--- src/rtl/vadd_req_seq.sv ---
// vadd_req_seq: splits a vector add/min/max command into per-beat issue
// bundles for the downstream datapath, then waits out the pipeline latency
// before pulsing done.
module vadd_req_seq #(
    parameter int unsigned REQ_DATA_WIDTH    = 64,
    parameter int unsigned REQ_BYTE_EN_WIDTH = REQ_DATA_WIDTH / 8,
    parameter int unsigned REQ_ADDR_WIDTH    = 32,
    parameter int unsigned OPSEL_WIDTH       = 9,
    parameter int unsigned VL_WIDTH          = 11,
    parameter int unsigned PIPE_LATENCY      = 6,
    parameter bit          ENABLE_64_BIT     = 1'b0
) (
    input  logic                         clk,
    input  logic                         rst,
    input  logic                         cmd_valid,
    output logic                         cmd_ready,
    input  logic [VL_WIDTH-1:0]          cmd_vl,
    input  logic [1:0]                   cmd_sew,
    input  logic [OPSEL_WIDTH-1:0]       cmd_opSel,
    input  logic [REQ_ADDR_WIDTH-1:0]    cmd_addr,
    input  logic                         cmd_carry,
    input  logic                         cmd_mask,
    input  logic                         cmd_avg,
    input  logic                         opnd_valid,
    output logic                         opnd_ready,
    input  logic [REQ_DATA_WIDTH-1:0]    opnd_vec0,
    input  logic [REQ_DATA_WIDTH-1:0]    opnd_vec1,
    input  logic [REQ_BYTE_EN_WIDTH-1:0] opnd_v0,
    output logic                         out_valid,
    output logic [REQ_DATA_WIDTH-1:0]    out_vec0,
    output logic [REQ_DATA_WIDTH-1:0]    out_vec1,
    output logic [1:0]                   out_sew,
    output logic [OPSEL_WIDTH-1:0]       out_opSel,
    output logic                         out_carry,
    output logic                         out_mask,
    output logic                         out_avg,
    output logic [REQ_ADDR_WIDTH-1:0]    out_addr,
    output logic [REQ_BYTE_EN_WIDTH-1:0] out_be,
    output logic [5:0]                   out_start_idx,
    output logic                         out_req_start,
    output logic                         out_req_end,
    output logic                         busy,
    output logic                         done,
    output logic                         err
);

    // Element index needs one extra bit: it can overshoot vl by up to one beat.
    localparam int unsigned CW  = VL_WIDTH + 1;
    localparam int unsigned DCW = $clog2(PIPE_LATENCY + 1);

    typedef enum logic [1:0] {IDLE, ISSUE, DRAIN, FIN} state_t;

    state_t                     state, state_nxt;
    logic [VL_WIDTH-1:0]        vl_q;
    logic [1:0]                 sew_q;
    logic [OPSEL_WIDTH-1:0]     opsel_q;
    logic [REQ_ADDR_WIDTH-1:0]  addr_q;
    logic                       carry_q, mask_q, avg_q, err_q;
    logic [VL_WIDTH-1:0]        rem_q;
    logic [CW-1:0]              idx_q;
    logic [VL_WIDTH-1:0]        beat_q;
    logic [DCW-1:0]             cnt_q;

    logic                       cmd_fire, beat_fire, cmd_short, cmd_bad_sew;
    logic [CW-1:0]              epb, rem_ext, take, rem_bytes;
    logic                       full_beat, last_beat, mask_prod;
    logic [REQ_BYTE_EN_WIDTH-1:0] be_nxt;
    logic [REQ_ADDR_WIDTH-1:0]  addr_nxt;

    assign cmd_fire    = cmd_valid && (state == IDLE);
    assign beat_fire   = opnd_valid && (state == ISSUE);
    assign cmd_bad_sew = (cmd_sew == 2'd3) && (ENABLE_64_BIT == 1'b0);
    assign cmd_short   = (cmd_vl == '0) || cmd_bad_sew;

    assign epb       = CW'(REQ_BYTE_EN_WIDTH) >> sew_q;
    assign rem_ext   = {1'b0, rem_q};
    assign full_beat = rem_ext >= epb;
    assign last_beat = rem_ext <= epb;
    assign take      = last_beat ? rem_ext : epb;
    assign rem_bytes = rem_ext << sew_q;
    assign mask_prod = opsel_q[8] || (carry_q && !mask_q);
    assign addr_nxt  = mask_prod ? addr_q + REQ_ADDR_WIDTH'(idx_q >> 6)
                                 : addr_q + REQ_ADDR_WIDTH'(beat_q);

    // Byte enables for the beat being issued.
    always_comb begin
        be_nxt = '0;
        if (carry_q && mask_q) begin
            be_nxt = opnd_v0;
        end else if (full_beat) begin
            be_nxt = '1;
        end else begin
            for (int unsigned i = 0; i < REQ_BYTE_EN_WIDTH; i++) begin
                be_nxt[i] = CW'(i) < rem_bytes;
            end
        end
    end

    // State register.
    always_ff @(posedge clk) begin
        if (rst) state <= IDLE;
        else     state <= state_nxt;
    end

    // Next-state and handshake/status outputs.
    always_comb begin
        state_nxt  = state;
        cmd_ready  = 1'b0;
        opnd_ready = 1'b0;
        busy       = 1'b1;
        done       = 1'b0;
        err        = 1'b0;
        case (state)
            IDLE: begin
                cmd_ready = 1'b1;
                busy      = 1'b0;
                if (cmd_valid) state_nxt = cmd_short ? FIN : ISSUE;
            end
            ISSUE: begin
                opnd_ready = 1'b1;
                if (opnd_valid && last_beat) state_nxt = DRAIN;
            end
            // Counter reaches 0 on the same edge that enters FIN, so done lands
            // exactly PIPE_LATENCY cycles after the last handshake cycle.
            DRAIN: begin
                if (cnt_q <= DCW'(1)) state_nxt = FIN;
            end
            FIN: begin
                done      = 1'b1;
                err       = err_q;
                state_nxt = IDLE;
            end
            default: state_nxt = IDLE;
        endcase
    end

    // Command latch, beat bookkeeping and drain counter.
    always_ff @(posedge clk) begin
        if (rst) begin
            vl_q    <= '0;
            sew_q   <= '0;
            opsel_q <= '0;
            addr_q  <= '0;
            carry_q <= 1'b0;
            mask_q  <= 1'b0;
            avg_q   <= 1'b0;
            err_q   <= 1'b0;
            rem_q   <= '0;
            idx_q   <= '0;
            beat_q  <= '0;
            cnt_q   <= '0;
        end else begin
            if (cmd_fire) begin
                vl_q    <= cmd_vl;
                sew_q   <= cmd_sew;
                opsel_q <= cmd_opSel;
                addr_q  <= cmd_addr;
                carry_q <= cmd_carry;
                mask_q  <= cmd_mask;
                avg_q   <= cmd_avg;
                err_q   <= cmd_bad_sew;
                rem_q   <= cmd_vl;
                idx_q   <= '0;
                beat_q  <= '0;
            end
            if (beat_fire) begin
                rem_q  <= rem_q - take[VL_WIDTH-1:0];
                idx_q  <= idx_q + epb;
                beat_q <= beat_q + 1'b1;
            end
            if (beat_fire && last_beat)  cnt_q <= DCW'(PIPE_LATENCY - 1);
            else if (state == DRAIN)     cnt_q <= cnt_q - 1'b1;
        end
    end

    // Registered issue bundle; all fields forced to zero when nothing issues.
    always_ff @(posedge clk) begin
        if (rst || !beat_fire) begin
            out_valid     <= 1'b0;
            out_vec0      <= '0;
            out_vec1      <= '0;
            out_sew       <= '0;
            out_opSel     <= '0;
            out_carry     <= 1'b0;
            out_mask      <= 1'b0;
            out_avg       <= 1'b0;
            out_addr      <= '0;
            out_be        <= '0;
            out_start_idx <= '0;
            out_req_start <= 1'b0;
            out_req_end   <= 1'b0;
        end else begin
            out_valid     <= 1'b1;
            out_vec0      <= opnd_vec0;
            out_vec1      <= opnd_vec1;
            out_sew       <= sew_q;
            out_opSel     <= opsel_q;
            out_carry     <= carry_q;
            out_mask      <= mask_q;
            out_avg       <= avg_q;
            out_addr      <= addr_nxt;
            out_be        <= be_nxt;
            out_start_idx <= mask_prod ? idx_q[5:0] : 6'd0;
            out_req_start <= beat_q == '0;
            out_req_end   <= last_beat;
        end
    end

endmodule
--- config.mk ---
export PLATFORM = sky130hd
export DESIGN_NAME = vadd_req_seq
export DESIGN_NICKNAME = d
export VERILOG_FILES = /design/src/rtl/vadd_req_seq.sv
export SDC_FILE = /design/constraint.sdc
export NUM_CORES = 1
export LEC_CHECK = 0
export CAP_MARGIN = 20
export CORE_MARGIN = 4
export CORE_UTILIZATION = 44
export CTS_CLUSTER_SIZE = 24
export DETAILED_ROUTE_END_ITERATION = 16
export HOLD_SLACK_MARGIN = 0.08
export PLACE_DENSITY = 0.87
export SLEW_MARGIN = 20
export SYNTH_ARGS = -nofsm -noshare
export SYNTH_HDL_FRONTEND = slang
export SYNTH_SLANG_ARGS = --single-unit
--- constraint.sdc ---
create_clock -name clk -period 5.1 [get_ports clk]
set_clock_uncertainty 0.1 [all_clocks]
set_input_delay 1.02 -clock clk [delete_from_list [all_inputs] [get_ports clk]]
set_output_delay 1.02 -clock clk [all_outputs]
set_load 0.02 [all_outputs]
## Word level (Yosys, flattened, before mapping)

Index checks and enable logic that the tools add are counted.

- Flip-flop bits (word level): 277
- Input port bits: 197
- Output and inout port bits: 196
- Logic and storage cells: 95

- Add/sub/neg operators: 6
- $lt $le $gt $ge: 11
- Eq/ne operators: 7
- Shifts and indexed selects: 2
- Muxes and demuxes: 23
- Bitwise logic cells: 1
- Reductions and logical operators: 19

Operators with widths:

| cell | number |
|---|---|
| 11-bit two-way mux | 5 |
| 3-bit by 12-bit less-than comparator with 1-bit output, first input constant | 4 |
| 32-bit by 11-bit adder with 32-bit output | 1 |
| 32-bit by 6-bit adder with 32-bit output | 1 |
| 32-bit two-way mux | 1 |
| 1-bit by 12-bit less-than comparator with 1-bit output, first input constant | 2 |
| 2-bit by 12-bit less-than comparator with 1-bit output, first input constant | 2 |
| 12-bit two-way mux | 2 |
| 11-bit zero test | 2 |
| 8-bit two-way mux | 2 |
| 12-bit adder | 1 |
| 11-bit by 12-bit >= comparator with 1-bit output | 1 |
| 11-bit by 12-bit less-or-equal comparator with 1-bit output | 1 |
| 11-bit by 2-bit left shift with 12-bit output | 1 |
| 4-bit by 2-bit >> shifter with 12-bit output, first input constant | 1 |
| 11-bit by 1-bit adder with 11-bit output, second input constant | 1 |
| 11-bit subtractor | 1 |
| 2-bit two-way mux | 4 |
| 2-bit case mux with 4 select lines | 1 |
| 2-bit == test, second input constant | 3 |
| 1-bit logical AND | 6 |
| 1-bit two-way mux | 6 |
| 3-bit two-way mux | 2 |
| 2-bit != test, second input constant | 2 |
| other kinds (11) | 16 |

## Logic depth before layout (Yosys ltp)

- Word-level depth: 5
- Depth in mapped cells: 17
- Depth with buffers taken out: 16

## Worst setup path after synthesis

No wires, ideal clock.

- Path kind: flip-flop to flip-flop
- Start point: reg sew_q[0]
- End point: reg rem_q[8]
- Library setup time: 0.092 ns
- Arrival time: 3.341 ns
- Path slack: 1.567 ns
- Stages on the path, launching flop included: 16
- Clock period less this slack: 3.533 ns
- Path through: dfxtp_1 clkbuf_1 nand2b_1 ha_1 and3b_1 o211ai_1 nand3_4 o21ai_0 ha_1 inv_1 fa_1 a21o_1 a21oi_1 and2_0 a211oi_1 nor4_1

- Longest elaborated chain between the ends: 5

RTL lines:

| item | line | source |
|---|---|---|
| start, declared | 55 | `logic [1:0] sew_q;` |
| start signal, assigned | 155 | `sew_q <= cmd_sew;` |
| 4-bit by 2-bit >> shifter with 12-bit output * | 75 | `assign epb = CW'(REQ_BYTE_EN_WIDTH) >> sew_q;` |
| 11-bit by 12-bit less-or-equal comparator with 1-bit output | 78 | `assign last_beat = rem_ext <= epb;` |
| 11-bit two-way mux * | 79 | `assign take = last_beat ? rem_ext : epb;` |
| 11-bit subtractor * | 167 | `rem_q <= rem_q - take[VL_WIDTH-1:0];` |
| 11-bit two-way mux * | 166 | `if (beat_fire) begin` |
| end signal, assigned | 162 | `rem_q <= cmd_vl;` |
| end signal, assigned | 167 |  |
| end, declared | 59 | `logic [VL_WIDTH-1:0] rem_q;` |

Every way passes the cells marked *; elsewhere a longest branch is shown, timed or not.
A chain may end at the register's enable or synchronous reset.

## Worst setup path after layout

Ends and elaborated chain as after synthesis.

==> flow_summary.ini <==
[critical_path]
r2r.worst_path.cells = 15
start_kind = flop
worst-endpoint-required_ps = 5450
crit_type = flop to flop
crit_path_end_kind = flop
arrival_ps = 4350
crit_fanout = 12

[detailed_routing]
vias = 9871
vias_per_cell = 5.39
drcViolationCount = 0
drt-total-wl_mm = 36.8
postRouteAntennaNets = 0
drt_pass1_iterations = 5
wire_per_inst_um = 20.1
drtIter0Drc = 775

[clock_network]
clk_latency_ps = 540
cts_htree_levels = 1
cts_buffer_depth = 3
postCtsSetupRepairBufs = 0
clock-sinks = 277
cts.reportedPaths.clkPinSlew_ps = 70
cts_resized = 0
tritoncts = done
cts_root_buf = clkbuf_16
hold_buffers = 0
cts_inserted_buffers = 30

[outcome]
status = complete, no violations

[worst_hold_path]
holdCritPathClass = flop to flop
worstHoldPathCells = 2

[power]
power_mw = 6.25
comb_power_share_pct = 25.1
p_seq_share_pct = 40.4
p_sw_mw = 1.95
vdd_drop_max_v = 0.000247
p_per_area_nw_per_um2 = 401
clkPwrFrac_pct = 34.5
internal_power_mw = 4.30
p_sw_share_pct = 31.2
p_leak_nw = 6.42

[logic_synthesis]
synth_largest_area_cell = dfxtp_1
syn_inst = 1130
yosysMostFrequentCell = dfxtp_1
synthArstFlopShare_pct = 0
synthesis.nets = 1360
yosysSeqAreaShare_pct = 53.0
synth-main-ff-cell = dfxtp_1
synth_enable_flop_cells = 0
synth_cell_types = 62
ys_warn_count = 0
synth_common_cells = dfxtp_1 (277), nand2_1 (172), and3_1 (155), a21oi_1 (92), clkbuf_1 (68)
synth-seq-cells = 277
synthDominantCellAreaShare_pct = 53.0
avgSynthCellArea_um2 = 9.26
syn_area_um2 = 10500
synth_area_leaders = dfxtp_1 (53%), and3_1 (9.3%), nand2_1 (6.2%)

[floorplan]
die_width_um = 162
die_height_um = 162
ios = 393
die-area_um2 = 26300
core_um2 = 23400
initial_core_util_pct = 44.7
row_count = 56

[cells_and_area]
area_growth_pct = 48.8
layout-drive-gt1-share_pct = 5.42
final_nets = 1719
antenna_cells = 0

[global_routing]
overflow = 0
antenna_found_initial = 0
grt_usage_pct = 26.0
grt_max_degree = 137
grt_pass1_wl_mm = 54.3
grt_pass1_vias = 9543

[sta]
period_needed_ps = 3990
setup_viol = 0
hold_viol = 0
drv_slew = 0
worst_slew_pin_slew_ps = 1120
finalSetupTns_ps = 0
slew_headroom_pct = 25.1
period_share_pct = 78.2
max_freq_ghz = 0.251
rsz0062_at_grt = false

[run]
drv_cap = 0

[placed_design]
port_buffers = 392
place_hpwl_mm = 26.7
place.gp.congestion = 0.897
## per-stage QoR
stage	setup WS, ps	hold slack [ps]	area (µm²)	cells	util, %
floorplan	1570	332	10500	1130	-
finish	1110	350	15600	1831	66.6
global placement	1450	337	14600	1776	62.3
global route	895	370	15600	1831	66.6
CTS	1170	352	15600	1831	66.5
detailed placement	1240	343	14600	1776	62.3
## critical path: stages (launching register included)
cell      delay, ps
dfxtp_1         420
nor2_1          350
inv_1            90
ha_1            350
nand4_1         190
o211ai_1        240
nand3_4         200
o21ai_0         210
ha_1            200
inv_1            60
fa_1            400
a21o_1          190
a21oi_1         220
and2_0          320
a211oi_1        120
nor4_1          260
## final timing paths
path                          from               endpoint  slack (ps)
max          sew_q[0]$_SDFFE_PP0P_  rem_q[8]$_SDFFE_PP0P_        1110
min             avg_q$_SDFFE_PP0P_     avg_q$_SDFFE_PP0P_         350
max reg2reg  sew_q[0]$_SDFFE_PP0P_  rem_q[8]$_SDFFE_PP0P_        1110
min reg2reg     avg_q$_SDFFE_PP0P_     avg_q$_SDFFE_PP0P_         350
## sequential cells by signal, indices dropped and copies added, names as in the netlist, 2 cells and up
name and cells:
state 2, opsel_q 9, addr_q 32, out_vec0 64, cnt_q 3, idx_q 12
out_opSel 9, sew_q 2, out_be 8, beat_q 11, out_addr 32, out_start_idx 6
rem_q 11, out_vec1 64, out_sew 2
## cells by family after synthesis
family,synth area share [%]
compound gates,12.6
buf+inv,3.51
mux,1.64
simple gates,23.6
flops,53.0
fa+ha+maj,4.16
xor+xnor,1.51
## power groups by stage
stage	combinational [mW]	sequential, mW	clock [mW]
after detailed placement	1.54	2.57	0
after floorplan	0.837	2.63	0
final	1.57	2.53	2.16
after global placement	1.50	2.56	0
after CTS	1.56	2.52	2.19
after global routing	1.69	2.55	2.28
## final cells by class
cell class / count / area (µm²)
inverters: 25 / 96.3
multi-input cells: 756 / 4570
fillers: 1767 / 7830
clock inverters: 16 / 141
well taps: 319 / 399
flip-flops and latches: 277 / 5550
repair buffers: 399 / 3970
clock buffers: 39 / 856
## cells in the final DEF (no fill, tap or decap), drive strengths merged, types with 6 or more instances in the layout
| cell type | instances |
|---|---|
| clkdlybuf4s50 | 391 |
| dfxtp | 277 |
| nand2 | 172 |
| and3 | 155 |
| a21oi | 93 |
| nor2 | 55 |
| clkbuf | 39 |
| o21ai | 34 |
| ha | 30 |
| inv | 25 |
| nand3 | 21 |
| mux2i | 16 |
| or3 | 14 |
| nand4 | 14 |
| nor3 | 12 |
| clkinv | 12 |
| nor4 | 12 |
| and2 | 12 |
| xnor2 | 11 |
| a2111o | 10 |
| a21o | 9 |
| buf | 8 |
| xor2 | 7 |
| o221a | 7 |
| a22oi | 7 |
| o211ai | 6 |
| a211oi | 6 |
## per-layer routing
metal	global-route usage (%)	up-vias	wire, µm
li1	-	4672	-
met1	32.5	4708	14600
met2	44.7	442	18000
met3	7.61	49	3530
met4	5.77	0	718
met5	0	-	0
Power figures use the tool's default switching activity.
